## src/rtl/cpu_pkg.sv

```systemverilog
// Shared CPU definitions: IF/ID bundle layout and fetch-side types.
// Imported by the prefetch buffer and the ID stage.
package cpu_pkg;

   localparam int IFID_W         = 65;
   localparam int IFID_VALID_BIT = 64;
   localparam int IFID_PC_MSB    = 63;
   localparam int IFID_PC_LSB    = 32;
   localparam int IFID_INSTR_MSB = 31;

   localparam logic [31:0] PC_INC = 32'd4;

   typedef struct packed {
      logic        valid;
      logic [31:0] pc;
      logic [31:0] instr;
   } ifid_t;

   typedef struct packed {
      logic [31:0] pc;
      logic [31:0] instr;
   } fetch_ent_t;

   typedef enum logic {
      PF_RUN,
      PF_FLUSH
   } pf_state_e;

endpackage

```

## src/rtl/fetch_fifo.sv

```systemverilog
// Circular buffer of fetched {pc, instr} pairs.
// Flush discards all entries in one cycle by snapping rd_ptr to wr_ptr.
module fetch_fifo
   import cpu_pkg::*;
#(
   parameter int DEPTH = 4
) (
   input  logic                   clk,
   input  logic                   rst_n,
   input  logic                   push,
   input  fetch_ent_t             wdata,
   input  logic                   pop,
   input  logic                   flush,
   output fetch_ent_t             head,
   output logic [$clog2(DEPTH):0] count
);

   localparam int AW = $clog2(DEPTH);
   localparam int CW = AW + 1;

   fetch_ent_t       mem_q [DEPTH];
   logic [AW-1:0]    rd_ptr;
   logic [AW-1:0]    wr_ptr;
   logic             do_push;
   logic             do_pop;

   assign do_push = push && !flush;
   assign do_pop  = pop && !flush && (count != '0);
   assign head    = mem_q[rd_ptr];

   always_ff @(posedge clk or negedge rst_n) begin
      if (!rst_n) begin
         rd_ptr <= '0;
         wr_ptr <= '0;
         count  <= '0;
      end else if (flush) begin
         rd_ptr <= wr_ptr;
         count  <= '0;
      end else begin
         if (do_push) wr_ptr <= wr_ptr + 1'b1;
         if (do_pop)  rd_ptr <= rd_ptr + 1'b1;
         count <= count
                + {{(CW-1){1'b0}}, do_push}
                - {{(CW-1){1'b0}}, do_pop};
      end
   end

   always_ff @(posedge clk or negedge rst_n) begin
      if (!rst_n) begin
         for (int i = 0; i < DEPTH; i++) mem_q[i] <= '0;
      end else if (do_push) begin
         mem_q[wr_ptr] <= wdata;
      end
   end

endmodule

```

## src/rtl/if_prefetch.sv

```systemverilog
// Instruction prefetch buffer feeding the IF/ID register.
// Issues sequential fetches under a credit limit and flushes on redirect.
module if_prefetch
   import cpu_pkg::*;
#(
   parameter int          DEPTH    = 4,
   parameter logic [31:0] RESET_PC = 32'h0000_0000
) (
   input  logic              CLK,
   input  logic              RST_N,
   output logic              imem_req,
   output logic [31:0]       imem_addr,
   input  logic              imem_ready,
   input  logic [31:0]       imem_rdata,
   input  logic              branch,
   input  logic [31:0]       jaddr,
   input  logic              stall,
   output logic [IFID_W-1:0] ifid
);

   localparam int CW = $clog2(DEPTH) + 1;
   localparam logic [CW:0] DEPTH_C = DEPTH[CW:0];

   pf_state_e       state_q;
   pf_state_e       state_d;
   logic [31:0]     fetch_pc;
   logic            inflight;
   logic [31:0]     inflight_pc;
   logic            drop;

   logic [CW-1:0]   count;
   fetch_ent_t      head;
   fetch_ent_t      wdata;
   logic [CW:0]     used;
   logic            accept;
   logic            discard;
   logic            push;
   logic            valid;
   logic            pop;

   // Credits cover both buffered entries and the response in flight.
   assign used     = {1'b0, count} + {{CW{1'b0}}, inflight};
   assign imem_req = RST_N && !branch && (used < DEPTH_C);
   assign imem_addr = fetch_pc;
   assign accept   = imem_req && imem_ready;

   assign discard  = drop && (state_q == PF_FLUSH);
   assign push     = inflight && !discard && !branch;
   assign wdata    = '{pc: inflight_pc, instr: imem_rdata};

   assign valid    = (count != '0) && !branch;
   assign pop      = valid && !stall;

   always_comb begin
      ifid = '0;
      ifid[IFID_VALID_BIT] = valid;
      if (count != '0) begin
         ifid[IFID_PC_MSB:IFID_PC_LSB] = head.pc;
         ifid[IFID_INSTR_MSB:0]        = head.instr;
      end
   end

   always_comb begin
      state_d = PF_RUN;
      unique case (1'b1)
         branch:  state_d = PF_FLUSH;
         default: state_d = PF_RUN;
      endcase
   end

   always_ff @(posedge CLK or negedge RST_N) begin
      if (!RST_N) state_q <= PF_RUN;
      else        state_q <= state_d;
   end

   always_ff @(posedge CLK or negedge RST_N) begin
      if (!RST_N) begin
         fetch_pc    <= RESET_PC;
         inflight    <= 1'b0;
         inflight_pc <= '0;
         drop        <= 1'b0;
      end else begin
         inflight <= accept;
         drop     <= branch && inflight;
         if (accept) inflight_pc <= fetch_pc;
         if (branch)
            fetch_pc <= {jaddr[31:2], 2'b00};
         else if (accept)
            fetch_pc <= fetch_pc + PC_INC;
      end
   end

   fetch_fifo #(
      .DEPTH (DEPTH)
   ) u_fifo (
      .clk   (CLK),
      .rst_n (RST_N),
      .push  (push),
      .wdata (wdata),
      .pop   (pop),
      .flush (branch),
      .head  (head),
      .count (count)
   );

endmodule

```

## config.mk

```make
export PLATFORM = sky130hd
export DESIGN_NAME = if_prefetch
export DESIGN_NICKNAME = d
export VERILOG_FILES = /design/src/rtl/cpu_pkg.sv /design/src/rtl/fetch_fifo.sv /design/src/rtl/if_prefetch.sv
export SDC_FILE = /design/constraint.sdc
export NUM_CORES = 1
export LEC_CHECK = 0
export ABC_AREA = 1
export CELL_PAD_IN_SITES_DETAIL_PLACEMENT = 0
export CELL_PAD_IN_SITES_GLOBAL_PLACEMENT = 1
export CORE_MARGIN = 2
export CORE_UTILIZATION = 42
export DETAILED_ROUTE_END_ITERATION = 16
export MAX_ROUTING_LAYER = met4
export PLACE_DENSITY = 0.81
export RECOVER_POWER = 50
export SYNTH_ARGS = -nofsm -noshare
export SYNTH_HDL_FRONTEND = slang
export SYNTH_SLANG_ARGS = --single-unit
```

## constraint.sdc

```tcl
create_clock -name CLK -period 2.65 [get_ports CLK]
set_input_delay 0.795 -clock CLK [delete_from_list [all_inputs] [get_ports CLK]]
set_output_delay 0.795 -clock CLK [all_outputs]
set_load 0.01 [all_outputs]
```

After elaboration in Yosys (flattened, before gate mapping)
Cells that the tools add are included.
W data, S select, Z words.
{"block": "totals", "input_bits": 69, "ff_bits": 330, "out_inout_bits": 98, "word_cells": 62}
{"block": "op_classes", "reduce_logical": 20, "bitwise": 3, "n_addsub": 6, "n_lt_le_gt_ge": 4, "mux": 13}
{"operator": "$bwmux W256", "n": 1}
{"operator": "$mux W64", "n": 4}
{"operator": "$bmux W64 S2", "n": 1}
{"operator": "$demux W64 S2", "n": 1}
{"operator": "$mux W32", "n": 2}
{"operator": "$add A32 B3 Y32 const B", "n": 1}
{"operator": "$logic_and A1 B1 Y1", "n": 13}
{"operator": "$ge A3 B3 Y1 const B", "n": 2}
{"operator": "$not A2 Y3", "n": 2}
{"operator": "$add A2 B1 Y2 const B", "n": 2}
{"operator": "$add A3 B1 Y4", "n": 1}
{"operator": "$lt A4 B3 Y1 const B", "n": 1}
{"operator": "$mux W2", "n": 2}
{"operator": "$reduce_bool A2 Y1", "n": 2}
{"operator": "$add A3 B1 Y3", "n": 1}
{"operator": "$logic_not A1 Y1", "n": 3}
{"operator": "$lt A3 B1 Y1 const B", "n": 1}
{"operator": "$mux W3", "n": 1}
{"operator": "$reduce_bool A3 Y1", "n": 1}
{"operator": "$sub A3 B1 Y3", "n": 1}
{"operator": "$reduce_and A2 Y1", "n": 1}
{"operator": "$mux W1", "n": 1}
{"operator": "$not A1 Y1", "n": 1}

Depth between registers and ports, before layout
Gate-level depths: netlist of run 1.
{"block": "depth", "ltp_word": 8, "ltp_mapped": 10, "mapped_depth_nobuf": 9}

Hierarchy
A second synthesis of run 1 with hierarchy kept.
{"block": "unflattened", "hier_cells": 1937, "area_unflattened_um2": 15917.8}
{"module": "fetch_fifo", "instances": 1, "seq_area_each_um2": 6581.3, "area_each_um2": 11944.0, "cells_per_inst": 1311}
{"module": "if_prefetch", "instances": 1, "seq_area_each_um2": 1576.5, "area_each_um2": 3973.8, "cells_per_inst": 626}

Least setup slack after synthesis of run 1
No wires, ideal clock.
{"block": "synth_path", "path_kind": "input to register", "start": "input branch", "end": "register u_fifo.count[2]", "required_time_ps": 2527, "t_arrival_ps": 2168, "stages": 9, "path_buffers": 1, "setup_slack_ps": 359, "setup_time_ps": 123, "path_cell_list": "clkbuf_1 nor3_1 ha_1 inv_1 ha_1 inv_1 fa_1 o21ai_0 a21oi_1"}
{"block": "synth_via", "elab_chain_len": 7, "word_cells_on_any_way": 10, "cone_classes": "add/sub: 2; mux: 1; reduce/logical: 7"}
{"element": "start: declaration", "line": "if_prefetch.sv:15", "text": "input logic branch,"}
{"element": "parallel branches: the longest is 6 deep, another holds $add A3 B1 Y3"}
{"element": "$mux W3 (*)", "line": "fetch_fifo.sv:36", "text": "end else if (flush) begin"}
{"element": "end signal: assignment", "line": "fetch_fifo.sv:42", "text": "count <= count"}
{"element": "end: declaration", "line": "fetch_fifo.sv:15", "text": "output logic [$clog2(DEPTH):0] count"}
Every way passes the cells marked *.
A chain may end at the register's enable or synchronous reset.

Worst setup path in the final report of run 1
{"block": "layout_path", "start": "register u_fifo.rd_ptr[0]", "end": "output ifid[25]"}
{"block": "layout_via", "elab_chain_len": 5}
{"element": "start: declaration", "line": "fetch_fifo.sv:22", "text": "logic [AW-1:0] rd_ptr;"}
{"element": "start signal: assignment", "line": "fetch_fifo.sv:37", "text": "rd_ptr <= wr_ptr;"}
{"element": "start signal: assignment", "line": "fetch_fifo.sv:41", "text": "if (do_pop) rd_ptr <= rd_ptr + 1'b1;"}
{"element": "$not A2 Y3 (not written as such)", "line": "fetch_fifo.sv:29", "text": "assign head = mem_q[rd_ptr];"}
{"element": "$bmux W64 S2", "line": "fetch_fifo.sv:29"}
{"element": "$mux W64 (not written as such) (2 in a row)", "line": "fetch_fifo.sv:29"}
{"element": "$mux W64", "line": "if_prefetch.sv:57", "text": "if (count != '0) begin"}
{"element": "end: declaration", "line": "if_prefetch.sv:18", "text": "output logic [IFID_W-1:0] ifid"}
No other way between the ends. The select of a mux whose other input is x is not followed.

==> impl_metrics.ini, run 1 <==
[synthesis]
yosys.area.top_type = dfrtp_1
avgSynthCellArea_um2 = 7.87
synth_cell_type_count = 28
ys_seq_area_share_pct = 53.7
netlist_instances = 1884
synth_top_family_by_area = simple AND/OR/NAND/NOR gates
synthesis.area_um2 = 14800
synth-async-reset-ratio_pct = 100
synth_xor_area_share_pct = 0.414
ys_ff_latch = 318
muxShareOfSynthArea_pct = 0
synth.area.top_cells = dfrtp_1 54%, o21ai_0 13%, nand2_1 11%, nor2_1 7.4%, inv_1 3.0%
synth_flop_cell = dfrtp_1
synthSimpleGateAreaFrac_pct = 21.7
synth_enable_flop_cells = 0
yosysWarnings = 0
synth_compound_area_share_pct = 16.3
synthAdderAreaFrac_pct = 0.810
synth_top_area_share_pct = 53.7

[layout]
nNetsFinal = 2137
final.fill_count = 3244
final_common_cell = nand2_1
multi_input_comb_area_um2 = 6450
syn_to_final_growth_pct = 31.9
final_cell_mix = 440 x nand2_1, 315 x dfrtp_1, 278 x o21ai_0
layout-drive-gt1-share_pct = 17.0
postLayoutCoreUtil_pct = 56.5
seq_area_um2 = 7960

[flow_run]
max_cap_violations = 0

[timing]
max_slew.worst_pin.slew_ps = 1230
skew_ps = 18.6
min_period_ps = 2820
hold_viol = 0
slew_headroom_pct = 17.9
grt_setup_unrepaired = true
finalCritPeriodShare_pct = 106
drv_slew = 0
timing.hold.ws_ps = 481
fmax_mhz = 355
setup_viol = 63
fin_ws_ps = -169

[worst_setup_path]
crit_path_end = ifid[25]
r2r-end = u_fifo.count[2]
r2r_slack_ps = 250
path_max_fanout = 6
cp_top_family = buffers and inverters
worst_ep_arrival_time_ps = 2020
end_kind = output port
cp_slowest_cell = dfrtp_4
cp_cell_sequence = buf_6 > buf_6 > buf_12 > buf_12 > nor2_2 > nor2_1 > o21ai_1 > a21oi_1 > buf_2
critical_path_required_ps = 1860
reg2reg_depth = 11
cp_num_cells = 9
r2r-start = u_fifo.count[0]
cp.buffers_inverters = 5
slowest_delay_ps = 500
worstSetupStartpointType = flip-flop
crit_start = u_fifo.rd_ptr[0]
critPathKind = flip-flop to output port

[placed_design]
dpl.hpwl_um = 24900
place_congestion = 0.807
portBuffers = 160
place_ws_ps = -293

[global_route]
grt_max_degree = 145
globalRouteOverflowTotal = 0
antenna_found_initial = 1
grt.total_usage_pct = 23.5
first_global_vias = 12590
grt_pass1_wl_um = 66500

[cts]
cts_tree = done
cts_inserted_buffers = 37
holdBufCountCts = 0
cts-root-buf = clkbuf_16
max-clock-path-buffers = 3
clk_latency_ps = 520
numClockSinks = 318
clk_pin_slew_ps = 60
cts_htree_levels = 2

[die]
dieArea_um2 = 36800
die_width_um = 192
rows = 68
io_pins = 167
die_h_um = 192
start_util_pct = 42.8
coreArea_um2 = 34600

[routing]
drt_iter0_drc = 976
vias = 13023
postRouteWirelength_um = 42400
viasPerCell = 5.12
wl_per_cell_um = 16.7
dr.pass1.iters = 5
drc = 0
ant_nets = 0

[power_and_ir_drop]
max-vdd-ir-drop_uv = 499
cellLeakagePower_nw = 9.10
power_density_nw_per_um2 = 1170

[worst_hold_path]
hold_path.class = flip-flop to flip-flop

[status]
violations = negative setup slack
status = finished, violations left
[cells by family (layout without fill, tap and decap cells)]
kind of cell,Yosys count,in the layout
compound gates,484,484
xor+xnor,7,7
fa+ha+maj,9,9
buf+inv,246,447
flops,318,318
other cells,1,5
simple gates,819,819
[what timing repair did]
action	4_1_cts	5_1_grt
setup endpoints to repair	64	64
cloned	12	8
buffers inserted	10	6
resized for setup	453	160
pin swaps	90	87
[registers in the layout, indices dropped and copies added (netlist names)]
register,flops
inflight_pc,30
state_q,1
u_fifo.count,3
drop,1
imem_addr,30
u_fifo.rd_ptr,2
u_fifo.wr_ptr,2
inflight,1
u_fifo.mem_q,248
[per-stage QoR]
stage	cell area, um2	total power (W)	TNS, ps	std cells
5_1_grt	19600	0.0244	-11000	2544
2_1_floorplan	14800	0.0118	0	1887
3_5_place_dp	17300	0.0151	-892	2443
6_report	19600	0.0228	-4070	2544
3_3_place_gp	17300	0.0149	-995	2443
4_1_cts	19100	0.0218	-5440	2531
[power by group]
group	internal (W)	switching (W)
clock	0.00336	0.00198
combinational	0.00438	0.00508
sequential	0.00666	0.00135
total	0.0144	0.00841
[synth_stat cells, types with 5 or more instances]
master	n
nand2_1	436
o21ai_0	389
dfrtp_1	318
nor2_1	292
inv_1	119
nand3_1	77
a21oi_1	63
clkbuf_1	50
o21ai_1	32
buf_2	27
buf_1	23
buf_4	19
ha_1	8
xor2_1	6
inv_2	5
[worst min-delay path by stage]
stage                                  from                end  slack (ps)  depth (start not counted)
after floorplan             u_fifo.mem_q[0]    u_fifo.mem_q[0]         450                          2
after global placement     u_fifo.mem_q[20]   u_fifo.mem_q[20]         460                          2
after detailed placement  u_fifo.mem_q[149]  u_fifo.mem_q[149]         470                          2
after CTS                             RST_N   u_fifo.mem_q[99]         420                          2
after global routing      u_fifo.mem_q[192]  u_fifo.mem_q[192]         500                          2
final                       inflight_pc[17]    inflight_pc[17]         480                          2
[area by class of cell]
class | count | share of cell area, %
tap | 455 | 2.91
clock buffer | 55 | 5.81
antenna | 1 | 0.0128
clock inverter | 13 | 0.864
multi-input combinational | 1323 | 33.0
inverter | 125 | 2.54
sequential | 318 | 40.7
timing repair buffer | 254 | 14.2
[layer usage]
metal,GRT usage (%),up-vias,wire length [um]
li1,-,6436,-
met1,31.5,6197,19200
met2,38.1,349,20400
met3,3.11,41,2190
met4,5.24,0,554
met5,-,-,0
[worst register-to-register path, cell delays in order (launching register included)]
cell and delay (ps):
dfrtp_1 430, nor3_4 300, buf_4 200, clkbuf_16 190, nor3_1 60, ha_1 290
inv_1 60, ha_1 130, inv_1 50, fa_1 370, o21ai_0 160, a21oi_1 50
Note: power is estimated with default switching activity, not from simulation.
==> inputs of run 2 (changes only) <==
--- a/config.mk
+++ b/config.mk
@@ -8,12 +8,13 @@
 export ABC_AREA = 1
 export CELL_PAD_IN_SITES_DETAIL_PLACEMENT = 0
 export CELL_PAD_IN_SITES_GLOBAL_PLACEMENT = 1
-export CORE_MARGIN = 2
+export CORE_MARGIN = 4
 export CORE_UTILIZATION = 42
 export DETAILED_ROUTE_END_ITERATION = 16
 export MAX_ROUTING_LAYER = met4
-export PLACE_DENSITY = 0.81
+export PLACE_DENSITY = 0.82
 export RECOVER_POWER = 50
+export SLEW_MARGIN = 15
 export SYNTH_ARGS = -nofsm -noshare
 export SYNTH_HDL_FRONTEND = slang
 export SYNTH_SLANG_ARGS = --single-unit
==> impl_metrics.ini, run 2 (synthesis gave the netlist of run 1 again) <==
[timing]
fin_setup_tns_ps = -4220
fmax_mhz = 360
finalCritPeriodShare_pct = 105
timing.hold.ws_ps = 479
skew_ps = 9.80
hold_viol = 0
grt_setup_unrepaired = true
setup_viol = 62
max_slew.worst_pin.slew_ps = 1400
fin_ws_ps = -130
slew_headroom_pct = 6.99
drv_slew = 0
min_period_ps = 2780

[global_route]
globalRouteOverflowTotal = 0
antenna_found_initial = 1
grt_max_degree = 149
grt_pass1_wl_um = 68600
grt.total_usage_pct = 22.3
first_global_vias = 12887

[layout]
nNetsFinal = 2143
syn_to_final_growth_pct = 32.2
multi_input_comb_area_um2 = 6430
largest_reg_flops = 248
layout-drive-gt1-share_pct = 16.9
largest-register = u_fifo.mem_q
final_cell_mix = 436 x nand2_1, 315 x dfrtp_1, 284 x o21ai_0
final_common_cell = nand2_1
final.fill_count = 3212
design_area_um2 = 19600
seq_area_um2 = 7960
stdcell_count = 2547

[routing]
postRouteWirelength_um = 43200
drc = 0
viasPerCell = 5.21
vias = 13261
ant_nets = 0
dr.pass1.iters = 6
drt_iter0_drc = 818
wl_per_cell_um = 17.0

[power_and_ir_drop]
max-vdd-ir-drop_uv = 569
cellLeakagePower_nw = 9.16
power_density_nw_per_um2 = 1150

[worst_setup_path]
r2r_slack_ps = 190
cp_cell_sequence = buf_12 > buf_12 > buf_12 > nor2_4 > nor2_1 > o21ai_1 > a21oi_2 > buf_2
slowest_delay_ps = 480
worst_ep_arrival_time_ps = 1990
r2r-end = imem_addr[17]
reg2reg_depth = 10
end_kind = output port
path_max_fanout = 8
worstSetupStartpointType = flip-flop
cp_slowest_cell = dfrtp_4
critPathKind = flip-flop to output port
r2r-start = u_fifo.count[1]
critical_path_required_ps = 1860
crit_start = u_fifo.rd_ptr[0]
path_common_cell = buf_12

[placed_design]
placed_area_um2 = 17200
dp_cells = 2435
portBuffers = 160
place_congestion = 0.902
place_ws_ps = -273
dpl.hpwl_um = 25400

[die]
io_pins = 167
die_width_um = 196
start_util_pct = 42.7
rows = 68
die_h_um = 196
dieArea_um2 = 38400
coreArea_um2 = 34700

[cts]
cts_tree = done
cts_inserted_buffers = 38
clk_pin_slew_ps = 60
max-clock-path-buffers = 3
numClockSinks = 318
clk_latency_ps = 510
cts_htree_levels = 2
cts-root-buf = clkbuf_16

[flow_run]
max_cap_violations = 0

[status]
status = finished, violations left
violations = negative setup slack

[worst_hold_path]
hold_depth = 2
hold_start = u_fifo.mem_q[184]
whs_endpoint = u_fifo.mem_q[184]
hold_path.class = flip-flop to flip-flop
==> run 2: cell count changes in the layout (fill, tap and decap cells not counted), moves of 6 or more <==
cell and change:
a21oi_1 -6, a21oi_2 +6, buf_12 +13, buf_6 -6, buf_8 -7, clkbuf_8 -8
nor2_1 +22, nor2_4 -23, o21ai_0 +6, o21ai_1 -18, o21ai_4 +7
==> run 2: metal layers <==
metal | routed length [um] | track usage (%) | vias up
li1 | - | - | 6431
met1 | 20000 | 31.0 | 6357
met2 | 19700 | 34.4 | 392
met3 | 2350 | 3.13 | 81
met4 | 1160 | 6.46 | 0
met5 | 0 | - | -
==> run 2: worst max-delay path, delay by kind of cell (launching register included) <==
kind / cells / cell delay, ps
AO/OA/AOI/OAI: 2 / 260
AND/OR/NAND/NOR: 2 / 140
flip-flops: 1 / 480
buffers and inverters: 4 / 590
==> run 2: how the worst max path moves through the flow <==
stage,end,slack [ps],cells past startpoint
floorplan,u_fifo.count[2],360,9
global placement,imem_req,-280,7
detailed placement,imem_req,-270,7
CTS,ifid[27],-170,7
global route,ifid[26],-230,8
finish,ifid[28],-130,8
==> run 2: stage by stage <==
stage | util (%) | power [W]
global route | 56.4 | 0.0241
finish | 56.4 | 0.0226
floorplan | - | 0.0118
CTS | 54.7 | 0.0214
global placement | 49.6 | 0.0148
detailed placement | 49.6 | 0.0150
==> run 2: layout make-up <==
| cell class | instances | share of cell area (%) |
|---|---|---|
| sequential | 318 | 40.6 |
| inverter | 125 | 2.54 |
| clock buffer | 52 | 5.33 |
| timing repair inverter | 1 | 0.0830 |
| timing repair buffer | 258 | 15.0 |
| antenna | 1 | 0.0128 |
| multi-input combinational | 1323 | 32.8 |
| tap | 455 | 2.91 |
| clock inverter | 14 | 0.664 |
==> run 2: what timing repair did <==
action                                  in CTS  in global routing
cloned                                      14                 11
hold buffers                                 0                  0
setup buffers                               21                  6
resized for setup                          428                163
pin swaps                                   55                 74
endpoints found under the setup margin      64                 64
==> run 2: power breakdown <==
part           internal (W)  switching [W]  leakage, nW
Combinational       0.00449        0.00519         4.42
Sequential          0.00666        0.00128         4.16
Clock               0.00296        0.00198        0.581
==> inputs of run 3 (changes only) <==
--- a/config.mk
+++ b/config.mk
@@ -9,10 +9,11 @@
 export CELL_PAD_IN_SITES_DETAIL_PLACEMENT = 0
 export CELL_PAD_IN_SITES_GLOBAL_PLACEMENT = 1
 export CORE_MARGIN = 4
-export CORE_UTILIZATION = 42
+export CORE_UTILIZATION = 35
+export CTS_BUF_LIST = sky130_fd_sc_hd__clkbuf_4
 export DETAILED_ROUTE_END_ITERATION = 16
 export MAX_ROUTING_LAYER = met4
-export PLACE_DENSITY = 0.82
+export PLACE_DENSITY = 0.71
 export RECOVER_POWER = 50
 export SLEW_MARGIN = 15
 export SYNTH_ARGS = -nofsm -noshare
==> constraint.sdc (replaced) <==
create_clock -name CLK -period 2.8 [get_ports CLK]
set_input_delay 0.84 -clock CLK [delete_from_list [all_inputs] [get_ports CLK]]
set_output_delay 0.84 -clock CLK [all_outputs]
set_load 0.01 [all_outputs]
==> impl_metrics.ini, run 3 (synthesis gave the netlist of run 1 again) <==
[status]
status = finished, violations left
violations = max-capacitance violations, max-slew violations, negative setup slack

[worst_setup_path]
end_kind = output port
worst_ep_arrival_time_ps = 2220
r2r-end = imem_addr[19]
r2r-start = u_fifo.count[1]
path_max_fanout = 6
reg2reg_depth = 12
critical_path_required_ps = 1960
cp_slowest_cell = dfrtp_4
worstSetupStartpointType = flip-flop
slowest_delay_ps = 510
cp_cell_sequence = buf_12 > buf_16 > buf_16 > nor2_1 > nor2_1 > o21ai_1 > a21oi_1 > buf_2
critPathKind = flip-flop to output port
r2r_slack_ps = 230

[routing]
wl_per_cell_um = 17.0
ant_nets = 0
drc = 0
drt_iter0_drc = 969
postRouteWirelength_um = 46300
viasPerCell = 4.93
dr.pass1.iters = 5
vias = 13478

[layout]
design_area_um2 = 20100
layout-drive-gt1-share_pct = 22.8
largest_reg_flops = 248
final_common_cell = nand2_1
nNetsFinal = 2213
largest-register = u_fifo.mem_q
syn_to_final_growth_pct = 35.7
final_cell_mix = 436 x nand2_1, 315 x dfrtp_1, 271 x o21ai_0

[placed_design]
place_congestion = 0.891
placed_area_um2 = 17400
dpl.hpwl_um = 26900
portBuffers = 160

[cts]
max-clock-path-buffers = 3
numClockSinks = 318
cts_inserted_buffers = 91
cts-root-buf = clkbuf_4
clk_pin_slew_ps = 60
clk_latency_ps = 750
cts_tree = done
cts_htree_levels = 3

[power_and_ir_drop]
total_power_w = 0.0217
switching_share_pct = 38.9
cellLeakagePower_nw = 9.40
clockPowerShare_pct = 19.5
pwr-share-comb_pct = 45.7
switchingPower_w = 0.00846
power_frac_seq_pct = 34.8
p_int_w = 0.0133
power_density_nw_per_um2 = 1080
max-vdd-ir-drop_uv = 385

[die]
rows = 75
coreArea_um2 = 41900
io_pins = 167
start_util_pct = 35.3
die_h_um = 214
dieArea_um2 = 45700
die_width_um = 214

[timing]
min_period_ps = 3060
finalCritPeriodShare_pct = 109
setup_viol = 64
slew_headroom_pct = -7.06
skew_ps = 40.3
drv_slew = 234
fmax_mhz = 326
max_slew.worst_pin.slew_ps = 1610
grt_setup_unrepaired = true
fin_ws_ps = -264
hold_viol = 0

[global_route]
grt_pass1_wl_um = 73100
first_global_vias = 13381
grt.total_usage_pct = 20.8
globalRouteOverflowTotal = 0
grt_max_degree = 169
antenna_found_initial = 1

[flow_run]
max_cap_violations = 2

[worst_hold_path]
hold_path.class = input port to asynchronous set/reset pin
## run 3: cell count changes in the layout (fill, tap and decap cells not counted), moves of 5 or more
cell | previous run | this run
buf_4 | 24 | 30
nor2_4 | 30 | 50
nor2_1 | 218 | 186
o21ai_2 | 19 | 33
buf_16 | 12 | 19
clkbuf_16 | 49 | 5
clkbuf_1 | 15 | 4
buf_8 | 1 | 6
nor2_2 | 45 | 57
o21ai_0 | 284 | 271
clkinv_2 | 9 | 0
clkinv_1 | 0 | 9
clkbuf_4 | 0 | 138
buf_6 | 10 | 21
## run 3: layout make-up
| cell class | count | area, um2 |
|---|---|---|
| Fill cell | 4172 | 21800 |
| Sequential cell | 318 | 7960 |
| Multi-Input combinational cell | 1323 | 6640 |
| Timing Repair Buffer | 275 | 3200 |
| Clock buffer | 137 | 1030 |
| Tap cell | 539 | 674 |
| Inverter | 125 | 500 |
| Clock inverter | 13 | 78.8 |
| Timing Repair inverter | 1 | 30.0 |
| Antenna cell | 1 | 2.50 |
## run 3: worst max path at each step
stage,depth (start not counted),slack [ps],endpoint,from
2_1_floorplan,9,460,u_fifo.count[2],branch
3_3_place_gp,7,-210,imem_req,branch
3_5_place_dp,7,-190,imem_req,branch
4_1_cts,7,-380,ifid[46],u_fifo.rd_ptr[0]
5_1_grt,8,-410,ifid[18],u_fifo.rd_ptr[0]
6_report,8,-260,ifid[18],u_fifo.rd_ptr[0]
## run 3: repair_timing
action	CTS	global route
pin swaps	86	79
setup endpoints to repair	64	64
gates cloned	21	5
hold buffers	0	0
gates resized for setup	536	140
endpoints found under the hold margin	0	0
buffers inserted	33	10
## run 3: power groups by stage
stage	combinational [W]	clock [W]	sequential, W
floorplan	0.00409	0	0.00707
global placement	0.00691	0	0.00728
detailed placement	0.00700	0	0.00733
CTS	0.00929	0.00441	0.00742
global route	0.0110	0.00467	0.00776
finish	0.00993	0.00424	0.00757
## run 3: through the flow
step,utilization (%),instances,TNS (ps),worst slack [ps],hold WS [ps]
after global routing,48.0,2732,-34730,-407,230
after detailed placement,41.4,2523,-612,-191,468
final,48.0,2732,-12390,-264,241
after floorplan,-,1887,0,464,448
after global placement,41.4,2523,-662,-214,459
after CTS,46.9,2723,-17850,-378,96.2
## run 3: metal layers
layer	vias up	GRT usage, %	share of wire, %
met1	6435	28.3	46
met3	58	3.94	5.8
li1	6626	-	-
met2	359	31.7	46
met5	-	-	0
met4	0	6.36	1.8
## run 3: worst max-delay path, delay by kind of cell (launching register included)
kind                   cells  cell delay, ps
buffers and inverters      4             610
flip-flops                 1             510
AO/OA/AOI/OAI              2             210
AND/OR/NAND/NOR            2             140
